`src/rtl/sha256_uart_host_pkg.sv`:
```
// Shared constants for the UART SHA-256 host link.
//   SOF / EOF      : framing bytes placed around the payload on the wire
//   DIGEST_BYTES   : number of raw digest bytes returned by the device
//   ST_*           : host FSM state encoding
package sha256_uart_host_pkg;

   localparam logic [7:0] SOF          = 8'h01;
   localparam logic [7:0] EOF          = 8'hFF;
   localparam int         DIGEST_BYTES = 32;

   localparam logic [2:0] ST_IDLE       = 3'd0;
   localparam logic [2:0] ST_SEND_START = 3'd1;
   localparam logic [2:0] ST_SEND_DATA  = 3'd2;
   localparam logic [2:0] ST_SEND_END   = 3'd3;
   localparam logic [2:0] ST_DRAIN      = 3'd4;
   localparam logic [2:0] ST_RECV       = 3'd5;

endpackage

```
`src/rtl/sha256_digest_collector.sv`:
```
// Collects the digest bytes returned by the hashing device.
//   frame_start : new frame begins; clears byte count and capture enable
//   cap_start   : terminator launched; enables capture, restarts timeout
//   cap_stop    : host returning to IDLE; disables capture
//   rx_valid/rx_data : bytes from the UART receiver
//   digest      : shift register, first captured byte ends up in [255:248]
//   done_next   : byte count equals DIGEST_BYTES after the coming edge
//   timeout     : no byte for TIMEOUT_CYCLES while capture is still short
module sha256_digest_collector
   import sha256_uart_host_pkg::*;
#(
   parameter int TIMEOUT_CYCLES = 5_000_000
) (
   input  logic         clk,
   input  logic         rst,
   input  logic         frame_start,
   input  logic         cap_start,
   input  logic         cap_stop,
   input  logic         rx_valid,
   input  logic [7:0]   rx_data,
   output logic [255:0] digest,
   output logic         done_next,
   output logic         timeout
);

   localparam int TW = $clog2(TIMEOUT_CYCLES + 1);

   logic          cap_en_q, cap_en_d;
   logic [255:0]  digest_q, digest_d;
   logic [5:0]    rx_cnt_q, rx_cnt_d;
   logic [TW-1:0] to_cnt_q, to_cnt_d;
   logic          not_full;
   logic          capture;

   always_comb begin
      not_full = (rx_cnt_q < 6'(DIGEST_BYTES));
      capture  = cap_en_q && rx_valid && not_full;
      cap_en_d = cap_en_q;
      digest_d = digest_q;
      rx_cnt_d = rx_cnt_q;
      to_cnt_d = to_cnt_q;
      if (capture) begin
         digest_d = {digest_q[247:0], rx_data};
         rx_cnt_d = rx_cnt_q + 6'd1;
         to_cnt_d = '0;
      end else if (cap_en_q && not_full) begin
         to_cnt_d = to_cnt_q + TW'(1);
      end
      if (cap_start) begin
         cap_en_d = 1'b1;
         to_cnt_d = '0;
      end
      if (cap_stop || frame_start) cap_en_d = 1'b0;
      if (frame_start) begin
         rx_cnt_d = '0;
         to_cnt_d = '0;
      end
      // A byte arriving in the expiry cycle wins over the timeout.
      timeout   = cap_en_q && not_full && !capture &&
                  (to_cnt_q == TW'(TIMEOUT_CYCLES - 1));
      done_next = (rx_cnt_d == 6'(DIGEST_BYTES));
   end

   always_ff @(posedge clk) begin
      if (rst) begin
         cap_en_q <= 1'b0;
         digest_q <= '0;
         rx_cnt_q <= '0;
         to_cnt_q <= '0;
      end else begin
         cap_en_q <= cap_en_d;
         digest_q <= digest_d;
         rx_cnt_q <= rx_cnt_d;
         to_cnt_q <= to_cnt_d;
      end
   end

   assign digest = digest_q;

endmodule

```
`src/rtl/uart_rx_core.sv`:
```
// 8N1 UART receiver with two-flop input synchroniser and mid-bit sampling.
//   clk, rst   : clock, synchronous active-high reset
//   rx         : serial line, idle high
//   rx_valid   : one-cycle pulse when a byte with a good stop bit arrives
//   rx_data    : received byte, valid with rx_valid
module uart_rx_core #(
   parameter int BAUD_DIV = 434
) (
   input  logic       clk,
   input  logic       rst,
   input  logic       rx,
   output logic       rx_valid,
   output logic [7:0] rx_data
);

   localparam int CW = $clog2(BAUD_DIV + 1);

   logic          s1_q, s2_q;
   logic          active_q, active_d;
   logic [CW-1:0] cnt_q, cnt_d;
   logic [3:0]    bit_q, bit_d;
   logic [7:0]    data_q, data_d;
   logic          valid_q, valid_d;

   always_comb begin
      active_d = active_q;
      cnt_d    = cnt_q;
      bit_d    = bit_q;
      data_d   = data_q;
      valid_d  = 1'b0;
      if (!active_q) begin
         // Falling edge of start bit: first sample lands half a bit later.
         if (!s2_q) begin
            active_d = 1'b1;
            cnt_d    = CW'(BAUD_DIV / 2 - 1);
            bit_d    = '0;
         end
      end else if (cnt_q != '0) begin
         cnt_d = cnt_q - CW'(1);
      end else begin
         cnt_d = CW'(BAUD_DIV - 1);
         bit_d = bit_q + 4'd1;
         if (bit_q == 4'd0) begin
            if (s2_q) active_d = 1'b0;   // glitch, not a real start bit
         end else if (bit_q <= 4'd8) begin
            data_d = {s2_q, data_q[7:1]};
         end else begin
            active_d = 1'b0;
            valid_d  = s2_q;
         end
      end
   end

   always_ff @(posedge clk) begin
      if (rst) begin
         s1_q     <= 1'b1;
         s2_q     <= 1'b1;
         active_q <= 1'b0;
         cnt_q    <= '0;
         bit_q    <= '0;
         data_q   <= '0;
         valid_q  <= 1'b0;
      end else begin
         s1_q     <= rx;
         s2_q     <= s1_q;
         active_q <= active_d;
         cnt_q    <= cnt_d;
         bit_q    <= bit_d;
         data_q   <= data_d;
         valid_q  <= valid_d;
      end
   end

   assign rx_valid = valid_q;
   assign rx_data  = data_q;

endmodule

```
`src/rtl/uart_tx_core.sv`:
```
// 8N1 UART transmitter.
//   clk, rst   : clock, synchronous active-high reset
//   tx_start   : one-cycle launch request, honoured only while not busy
//   tx_data    : byte to send (LSB first)
//   tx_busy    : high from the cycle after launch until the stop bit ends
//   tx         : serial line, idle high
module uart_tx_core #(
   parameter int BAUD_DIV = 434
) (
   input  logic       clk,
   input  logic       rst,
   input  logic       tx_start,
   input  logic [7:0] tx_data,
   output logic       tx_busy,
   output logic       tx
);

   localparam int CW = $clog2(BAUD_DIV + 1);

   logic          busy_q, busy_d;
   logic [9:0]    shreg_q, shreg_d;
   logic [CW-1:0] baud_q, baud_d;
   logic [3:0]    bit_q, bit_d;

   always_comb begin
      busy_d  = busy_q;
      shreg_d = shreg_q;
      baud_d  = baud_q;
      bit_d   = bit_q;
      if (!busy_q) begin
         if (tx_start) begin
            busy_d  = 1'b1;
            shreg_d = {1'b1, tx_data, 1'b0};
            baud_d  = '0;
            bit_d   = '0;
         end
      end else if (baud_q == CW'(BAUD_DIV - 1)) begin
         baud_d  = '0;
         shreg_d = {1'b1, shreg_q[9:1]};
         if (bit_q == 4'd9) busy_d = 1'b0;
         else               bit_d  = bit_q + 4'd1;
      end else begin
         baud_d = baud_q + CW'(1);
      end
   end

   always_ff @(posedge clk) begin
      if (rst) begin
         busy_q  <= 1'b0;
         shreg_q <= '1;
         baud_q  <= '0;
         bit_q   <= '0;
      end else begin
         busy_q  <= busy_d;
         shreg_q <= shreg_d;
         baud_q  <= baud_d;
         bit_q   <= bit_d;
      end
   end

   assign tx_busy = busy_q;
   assign tx      = busy_q ? shreg_q[0] : 1'b1;

endmodule

```
`src/rtl/sha256_uart_host.sv`:
```
// Host-side initiator for the UART SHA-256 link. Frames a message stream as
// SOF, payload, EOF on uart_tx, then assembles the 32 returned digest bytes.
//   clk, rst          : clock, synchronous active-high reset
//   msg_data/valid/last/ready : message byte stream (valid/ready below)
//   digest, digest_valid      : assembled hash and its one-cycle strobe
//   busy              : high whenever the FSM is not in IDLE
//   err_timeout       : one-cycle pulse, digest reception timed out
//   err_badbyte       : sticky until next frame start, payload held 0xFF
//   uart_tx, uart_rx  : serial link
// Handshake: a message byte transfers on a rising edge where msg_valid and
// msg_ready are both high; msg_data/msg_last are sampled only then, and
// msg_valid may be raised or dropped freely while msg_ready is low.
module sha256_uart_host
   import sha256_uart_host_pkg::*;
#(
   parameter int CLK_FREQ       = 50_000_000,
   parameter int BAUD           = 115200,
   parameter int TIMEOUT_CYCLES = 5_000_000
) (
   input  logic         clk,
   input  logic         rst,
   input  logic [7:0]   msg_data,
   input  logic         msg_valid,
   input  logic         msg_last,
   output logic         msg_ready,
   output logic [255:0] digest,
   output logic         digest_valid,
   output logic         busy,
   output logic         err_timeout,
   output logic         err_badbyte,
   output logic         uart_tx,
   input  logic         uart_rx
);

   localparam int BAUD_DIV = CLK_FREQ / BAUD;

   logic [2:0] state_q, state_d;
   logic       tx_pend_q, tx_pend_d;
   logic       err_badbyte_q, err_badbyte_d;
   logic       err_timeout_q, err_timeout_d;
   logic       digest_valid_q, digest_valid_d;

   logic       tx_start, tx_busy, tx_idle;
   logic [7:0] tx_data;
   logic       rx_valid;
   logic [7:0] rx_data;
   logic       frame_start, cap_start, cap_stop;
   logic       done_next, timeout;

   always_comb begin
      state_d        = state_q;
      err_badbyte_d  = err_badbyte_q;
      err_timeout_d  = 1'b0;
      digest_valid_d = 1'b0;
      tx_start       = 1'b0;
      tx_data        = SOF;
      msg_ready      = 1'b0;
      frame_start    = 1'b0;
      cap_start      = 1'b0;
      // tx_busy rises one cycle after a launch; tx_pend covers that gap.
      tx_idle        = !tx_pend_q && !tx_busy;

      case (state_q)
         ST_IDLE: begin
            // The digest_valid cycle does not start a new frame.
            if (msg_valid && !digest_valid_q) begin
               err_badbyte_d = 1'b0;
               frame_start   = 1'b1;
               state_d       = ST_SEND_START;
            end
         end
         ST_SEND_START: begin
            if (tx_idle) begin
               tx_start = 1'b1;
               tx_data  = SOF;
               state_d  = ST_SEND_DATA;
            end
         end
         ST_SEND_DATA: begin
            msg_ready = tx_idle;
            if (msg_valid && tx_idle) begin
               tx_start = 1'b1;
               tx_data  = msg_data;
               if (msg_data == EOF) begin
                  // A payload 0xFF already terminates the frame on the wire.
                  err_badbyte_d = 1'b1;
                  cap_start     = 1'b1;
                  state_d       = msg_last ? ST_RECV : ST_DRAIN;
               end else if (msg_last) begin
                  state_d = ST_SEND_END;
               end
            end
         end
         ST_SEND_END: begin
            if (tx_idle) begin
               tx_start  = 1'b1;
               tx_data   = EOF;
               cap_start = 1'b1;
               state_d   = ST_RECV;
            end
         end
         ST_DRAIN: begin
            msg_ready = 1'b1;
            if (timeout) begin
               err_timeout_d = 1'b1;
               state_d       = ST_IDLE;
            end else if (msg_valid && msg_last) begin
               state_d = ST_RECV;
            end
         end
         ST_RECV: begin
            if (done_next) begin
               digest_valid_d = 1'b1;
               state_d        = ST_IDLE;
            end else if (timeout) begin
               err_timeout_d = 1'b1;
               state_d       = ST_IDLE;
            end
         end
         default: state_d = ST_IDLE;
      endcase

      tx_pend_d = tx_start ? 1'b1 : (tx_busy ? 1'b0 : tx_pend_q);
      cap_stop  = (state_q != ST_IDLE) && (state_d == ST_IDLE);
   end

   always_ff @(posedge clk) begin
      if (rst) begin
         state_q        <= ST_IDLE;
         tx_pend_q      <= 1'b0;
         err_badbyte_q  <= 1'b0;
         err_timeout_q  <= 1'b0;
         digest_valid_q <= 1'b0;
      end else begin
         state_q        <= state_d;
         tx_pend_q      <= tx_pend_d;
         err_badbyte_q  <= err_badbyte_d;
         err_timeout_q  <= err_timeout_d;
         digest_valid_q <= digest_valid_d;
      end
   end

   uart_tx_core #(.BAUD_DIV(BAUD_DIV)) u_tx (
      .clk      (clk),
      .rst      (rst),
      .tx_start (tx_start),
      .tx_data  (tx_data),
      .tx_busy  (tx_busy),
      .tx       (uart_tx)
   );

   uart_rx_core #(.BAUD_DIV(BAUD_DIV)) u_rx (
      .clk      (clk),
      .rst      (rst),
      .rx       (uart_rx),
      .rx_valid (rx_valid),
      .rx_data  (rx_data)
   );

   sha256_digest_collector #(.TIMEOUT_CYCLES(TIMEOUT_CYCLES)) u_collect (
      .clk         (clk),
      .rst         (rst),
      .frame_start (frame_start),
      .cap_start   (cap_start),
      .cap_stop    (cap_stop),
      .rx_valid    (rx_valid),
      .rx_data     (rx_data),
      .digest      (digest),
      .done_next   (done_next),
      .timeout     (timeout)
   );

   assign busy         = (state_q != ST_IDLE);
   assign err_timeout  = err_timeout_q;
   assign err_badbyte  = err_badbyte_q;
   assign digest_valid = digest_valid_q;

endmodule

```
`config.mk`:
```
export PLATFORM = sky130hd
export DESIGN_NAME = sha256_uart_host
export DESIGN_NICKNAME = d
export VERILOG_FILES = /design/src/rtl/sha256_uart_host_pkg.sv /design/src/rtl/sha256_digest_collector.sv /design/src/rtl/uart_rx_core.sv /design/src/rtl/uart_tx_core.sv /design/src/rtl/sha256_uart_host.sv
export SDC_FILE = /design/constraint.sdc
export NUM_CORES = 1
export LEC_CHECK = 0
export BUFFER_PORTS_ARGS = -buffer_cell sky130_fd_sc_hd__buf_2
export CAP_MARGIN = 20
export CORE_AREA = 2 2 176 178
export CTS_BUF_LIST = sky130_fd_sc_hd__clkbuf_4 sky130_fd_sc_hd__clkbuf_8
export DETAILED_ROUTE_END_ITERATION = 8
export DIE_AREA = 0 0 178 180
export PLACE_DENSITY_LB_ADDON = 0.2
export SYNTH_ARGS = -nofsm -noshare
export SYNTH_HDL_FRONTEND = slang
export SYNTH_HIERARCHICAL = 1
export SYNTH_SLANG_ARGS = --single-unit
export TNS_END_PERCENT = 100
```
`constraint.sdc`:
```
create_clock -name clk -period 2.8 [get_ports clk]
set_input_delay 0.28 -clock clk [delete_from_list [all_inputs] [get_ports clk]]
set_output_delay 0.28 -clock clk [all_outputs]
set_load 0.005 [all_outputs]
```
* Word-level counts from Yosys, hierarchy flattened
Index checks and enable logic that the tools add are counted.
Storage, ports and cells: word-level logic and storage cells 143, register bits 342, latch bits 0, memories kept 0, output and inout port bits 262, memory bits (writable) 0, bits in read-only memories 0
Cells by class: multiplexer cells 62, order comparisons 2, add/sub/neg operators 6, bitwise gates (word level) 4, eq/ne operators 17, shifts and indexed selects 0, divide/modulo/power cells 0, multiply operators 0, reductions and logical operators 32
Operators by type and width (number):
- 9-bit two-way mux | 6
- 10-bit two-way mux | 3
- 3-bit two-way mux | 10
- 4-bit two-way mux | 7
- 1-bit two-way mux | 25
- 23-bit by 1-bit adder with 23-bit output (second input constant) | 1
- 23-bit == test (second input constant) | 1
- 3-bit case mux with 6 select lines | 1
- 8-bit two-way mux | 2
- 8-bit case mux with 2 select lines | 1
- 2-bit inequality test (second input constant) | 7
- 6-bit two-way mux | 2
- 1-bit logical AND | 10
- 1-bit case mux with 2 select lines | 5
- 9-bit by 1-bit adder with 9-bit output (second input constant) | 1
- 9-bit == test (second input constant) | 1
- 9-bit nonzero test | 1
- 9-bit by 1-bit subtractor with 9-bit output (second input constant) | 1
- 4-bit by 1-bit adder with 4-bit output (second input constant) | 2
- 8-bit == test (second input constant) | 1
- 4-bit AND reduction | 2
- 6-bit by 1-bit adder with 6-bit output (second input constant) | 1
- 3-bit by 2-bit == test with 1-bit output (second input constant) | 2
- 3-bit == test (second input constant) | 2
- other kinds (17) | 28

* Logic depth before layout (Yosys ltp)
depth after elaboration 12, gate-level depth with buffers 12, depth with buffers taken out 9

* Modules after synthesis
Netlist, hierarchy kept.
By module, submodules not included:
- sha256_digest_collector | cells an instance 1291, area each 10139.7 µm², times used 1
- uart_tx_core | cells an instance 145, area each 1223.7 µm², times used 1
- uart_rx_core | cells an instance 131, area each 1153.6 µm², times used 1
- sha256_uart_host | cells an instance 63, area each 500.5 µm², times used 1

* Least setup slack after synthesis
No wires, ideal clock.
path kind register to register, start point register u_collect.cap_en_q, end point register u_collect.cap_en_q, setup slack 0.373 ns, setup time 0.117 ns, arrival 2.310 ns, required time 2.683 ns, stages on the path, launching flop included 12, path buffers 3, cell sequence dfxtp_1 clkbuf_1 and3b_1 clkbuf_1 buf_2 a31oi_1 nor4_1 a21oi_1 o2bb2ai_1 a211oi_1 o211a_1 nor3_1
On the way: elaborated cells on any way between the ends 17
RTL lines:
- start: declaration | line sha256_digest_collector.sv:28 | logic cap_en_q, cap_en_d;
- start signal: assignment | line sha256_digest_collector.sv:71 | cap_en_q <= cap_en_d;
- 1-bit logical AND (2 in a row) | line sha256_digest_collector.sv:37 | capture = cap_en_q && rx_valid && not_full;
- 6-bit two-way mux | line sha256_digest_collector.sv:42 | if (capture) begin
- 6-bit two-way mux | line sha256_digest_collector.sv:54 | if (frame_start) begin
- 6-bit == test | line sha256_digest_collector.sv:61 | done_next = (rx_cnt_d == 6'(DIGEST_BYTES));
- via done_next | line sha256_uart_host.sv:48 | logic done_next, timeout;
- 3-bit two-way mux | line sha256_uart_host.sv:112 | if (done_next) begin
- 3-bit case mux with 6 select lines | line sha256_uart_host.sv:63 | case (state_q)
- 3-bit logical NOT | line sha256_uart_host.sv:124 | cap_stop = (state_q != ST_IDLE) && (state_d == ST_IDLE);
- 1-bit logical AND | line sha256_uart_host.sv:124
- via cap_stop | line sha256_uart_host.sv:47 | logic frame_start, cap_start, cap_stop;
- 1-bit logical OR | line sha256_digest_collector.sv:53 | if (cap_stop || frame_start) cap_en_d = 1'b0;
- 2-bit OR reduction (no line)
The timed path passes the listed nets, and every way through them passes these cells. A chain may end at the register's enable or synchronous reset.

* Final worst setup path
Ends and elaborated chain as after synthesis.

==> metrics.md <==
| Metric | Value |
|---|---|
| Worst path cell trace | `nand3b_1 -> nor2_1 -> a31oi_1 -> nor4_1 -> a21oi_1 -> o2bb2ai_1 -> a211oi_1 -> o211a_1 -> nor3_1` |
| Worst r2r path cells | `9` |
| Via density | `5.10` |
| Setup Skew | `0.0211 ns` |
| R2R setup slack | `0.18 ns` |
| Full die area | `32,000 µm²` |
| CTS Buffer Depth | `3` |
| Worst-skew pair later-pin latency | `0.60 ns` |
| Int Power | `0.00770 W` |
| Final Hold Fails | `0` |
| Syn_area_per_cell | `7.99 µm²` |
| Fin. max-slew vios | `0` |
| Pwr dens | `641 nW/µm²` |
| Hold Startpoint | `msg_data[0]` |
| CP max FO | `9` |
| Critical R2R Launch | `u_collect/cap_en_q` |
| Initial antenna violation count | `0` |
| Post-synthesis xor/xnor area fraction | `1.08%` |
| Final period util | `93.6%` |
| Status | `finished, final reports clean` |
| Final Instance Area | `15,800 µm²` |
| Reg power frac | `49.3%` |
| NetSw | `0.00242 W` |
| Core Area | `30,200 µm²` |
| Worst IR drop on VDD | `0.353 mV` |
| Rel. slew slack | `14.8%` |
| Clock sink total | `341` |
| CTS Root Cell | `clkbuf_8` |
| DR WL/cell | `15.0 µm` |
| Synthesized flop and latch total | `341` |
| Mux contribution to synthesized area | `1.10%` |
| Synth Flop Type | `dfxtp_1` |
| YS warnings | `6` |
| I/O pin cnt | `275` |
| Post-synth top area cell | `dfxtp_1` |
| Die Span X | `178 µm` |
| Post-Synth Adder-Cell Area | `0.865%` |
| Routed Antenna Nets | `0` |
| Area share of the largest cell type after synthesis | `52.4%` |
| Row count | `64` |
| Critical Path Stages | `9` |
| Area Growth Syn to Fin | `21.4%` |
| # diodes | `0` |
| H-tree depth | `2` |
| Fin cells | `2,306` |
| EDFF count, synth | `0` |
| Setup bufs post-CTS | `0` |
| CTS tree | `done` |
| CP top delay family | `simple AND/OR/NAND/NOR gates` |
| Worst Path Required | `3.26 ns` |
| Initial DRC Count | `947` |
| Vias in the first global route | `10,600` |
| Placed Area | `14,600 µm²` |
| First-pass GRT wire length | `54,500 µm` |
| IO buf count | `274` |
| Synth Area in Simple Gates | `24.9%` |
| Tmin final | `2.62 ns` |
| Logic pwr share | `5.7%` |
| CP startpoint kind | `flip-flop` |
| CTS Buf Count | `56` |
| All-layer global routing usage | `20.5%` |
| Sw Share | `23.9%` |
| Kind of critical path | `flip-flop to flip-flop` |
| Buf/Inv on CP | `0` |
| Die height | `180 µm` |
| Most common cell in the netlist | `nand2_1` |
| Max frequency | `0.382 GHz` |
| Leakage | `6.20 nW` |
| Hold Crit Depth | `5` |
| Total Routed Length | `34,500 µm` |
| Compound-Gate Fraction of Synth Area | `15.8%` |
| Final setup vio count | `0` |
| Post-synthesis async set-or-reset flop share | `0%` |
| Starting Density | `43.1%` |
| Drt pass-1 iters | `6` |
| DR vias | `11,800` |
| Post-Syn Area | `13,000 µm²` |
| Yosys cell types | `62` |
| Worst Max-Slew Pin Slew | `1.28 ns` |
| Hold Crit Class | `input pin to flip-flop` |
| Syn_nets | `1,652` |
| CP max stage delay | `0.46 ns` |
| CP endpoint kind | `flip-flop` |
| Hpwl dp | `22,000 µm` |
| Most instantiated cells after synthesis | `558 x nand2_1, 341 x dfxtp_1, 302 x a21oi_1` |
| Post-synthesis sequential area ratio | `52.4%` |
| Unrepaired setup endpoints after global routing | `no` |
| Worst path slowest cell | `dfxtp_1` |
| WP data arrival | `3.08 ns` |
| Largest cells by area after synthesis | `dfxtp_1 52%, nand2_1 16%, a21oi_1 12%, clkbuf_1 2.5%, nor2_1 1.2%` |
| GP Congestion | `0.795` |
| Final net count | `1,890` |
| GRT overflow | `0` |
| Clock Pin Slew Worst Setup and Hold Paths | `0.06 ns` |
| Largest net degree at the start of global routing | `221` |
| Residual DRC | `0` |
| Max-cap viol count | `0` |
| Share of layout cells above drive strength 1 | `21.4%` |
| Clock power share | `45.0%` |
| Total Neg Setup Slack | `0 ns` |
| Crit. Startpoint | `u_collect/cap_en_q` |
| Cells after Synth | `1,630` |
| Dpl cells | `2,204` |
| Largest family of logic cells by synthesized area | `simple AND/OR/NAND/NOR gates` |
## kinds of logic after synthesis
| family | Yosys count |
|---|---|
| AND/OR/NAND/NOR | 745 |
| AO/OA/AOI/OAI | 379 |
| flip-flops | 341 |
| buffers and inverters | 126 |
| XOR/XNOR | 16 |
| multiplexers | 14 |
| adder cells (fa/ha/maj) | 9 |
## what timing repair did
item	CTS	global route
endpoints found under the hold margin	21	0
hold buffers	2	0
gates resized for setup	0	0
## power groups by stage
stage | sequential, W | combinational (W) | clock (W)
floorplan | 0.00507 | 0.000457 | 0
global placement | 0.00509 | 0.000567 | 0
detailed placement | 0.00509 | 0.000573 | 0
CTS | 0.00499 | 0.000577 | 0.00468
global route | 0.00500 | 0.000642 | 0.00493
finish | 0.00499 | 0.000578 | 0.00455
## per-layer routing
layer,GRT usage [%],up-vias,wire length (µm)
met5,0,-,0
met4,7.25,0,1000
met3,6.01,75,2620
met2,32.4,369,15500
met1,26.5,5373,15400
li1,-,5940,-
## tightest hold or removal path, stage by stage
cell	delay (ns)
buf_2	0.10
nand2_1	0.05
nor3_1	0.07
nand2_1	0.08
a21oi_1	0.06
## cell usage in the layout, fill, tap and decap left out, types with 6 or more instances in the layout
master,instances
a211oi_1,10
nor2_1,43
clkbuf_8,72
a21oi_1,302
nand2_1,558
mux2i_1,12
a31oi_1,11
nor4_1,8
or3_1,14
nand3_1,18
buf_2,273
o21ai_0,23
nand2b_1,6
nand4_1,11
ha_1,9
and2_1,9
and4_1,6
dfxtp_1,341
nor3_1,22
o21a_1,11
clkbuf_4,20
buf_4,11
inv_1,17
xnor2_1,10
xor2_1,6
nand3b_1,7
## per-stage QoR
| step | setup WS [ns] | util [%] | power (W) | hold slack [ns] |
|---|---|---|---|---|
| 3_3_place_gp | 0.346 | 48.3 | 0.00566 | 0.393 |
| 4_1_cts | 0.252 | 52.3 | 0.0102 | 0.0482 |
| 3_5_place_dp | 0.281 | 48.3 | 0.00567 | 0.398 |
| 6_report | 0.180 | 52.3 | 0.0101 | 0.0956 |
| 5_1_grt | 0.00575 | 52.3 | 0.0106 | 0.0964 |
| 2_1_floorplan | 0.373 | - | 0.00552 | 0.349 |
## sequential cells by signal (all words and copies together) (netlist names), 3 cells and up
register            count
u_rx/cnt_q              9
u_rx/bit_q              4
u_tx/bit_q              4
u_collect/digest      256
u_tx/shreg_q            9
state_q                 3
u_rx/rx_data            8
u_tx/baud_q             9
u_collect/rx_cnt_q      6
u_collect/to_cnt_q     23
## worst paths after layout
check / end
worst max-delay path: u_collect/cap_en_q
worst min-delay path: err_badbyte
worst max register to register: u_collect/cap_en_q
worst min register to register: u_rx/s2_q
## cell type report
cell class                 instances  area (µm²)
sequential                       341        6830
clock buffer                      92        1140
multi-input combinational       1163        5690
fill                            2965       14400
clock inverter                     8        61.3
tap                              396         495
timing repair buffer             289        1520
inverter                          17        63.8
(Power assumes the default switching activity.)
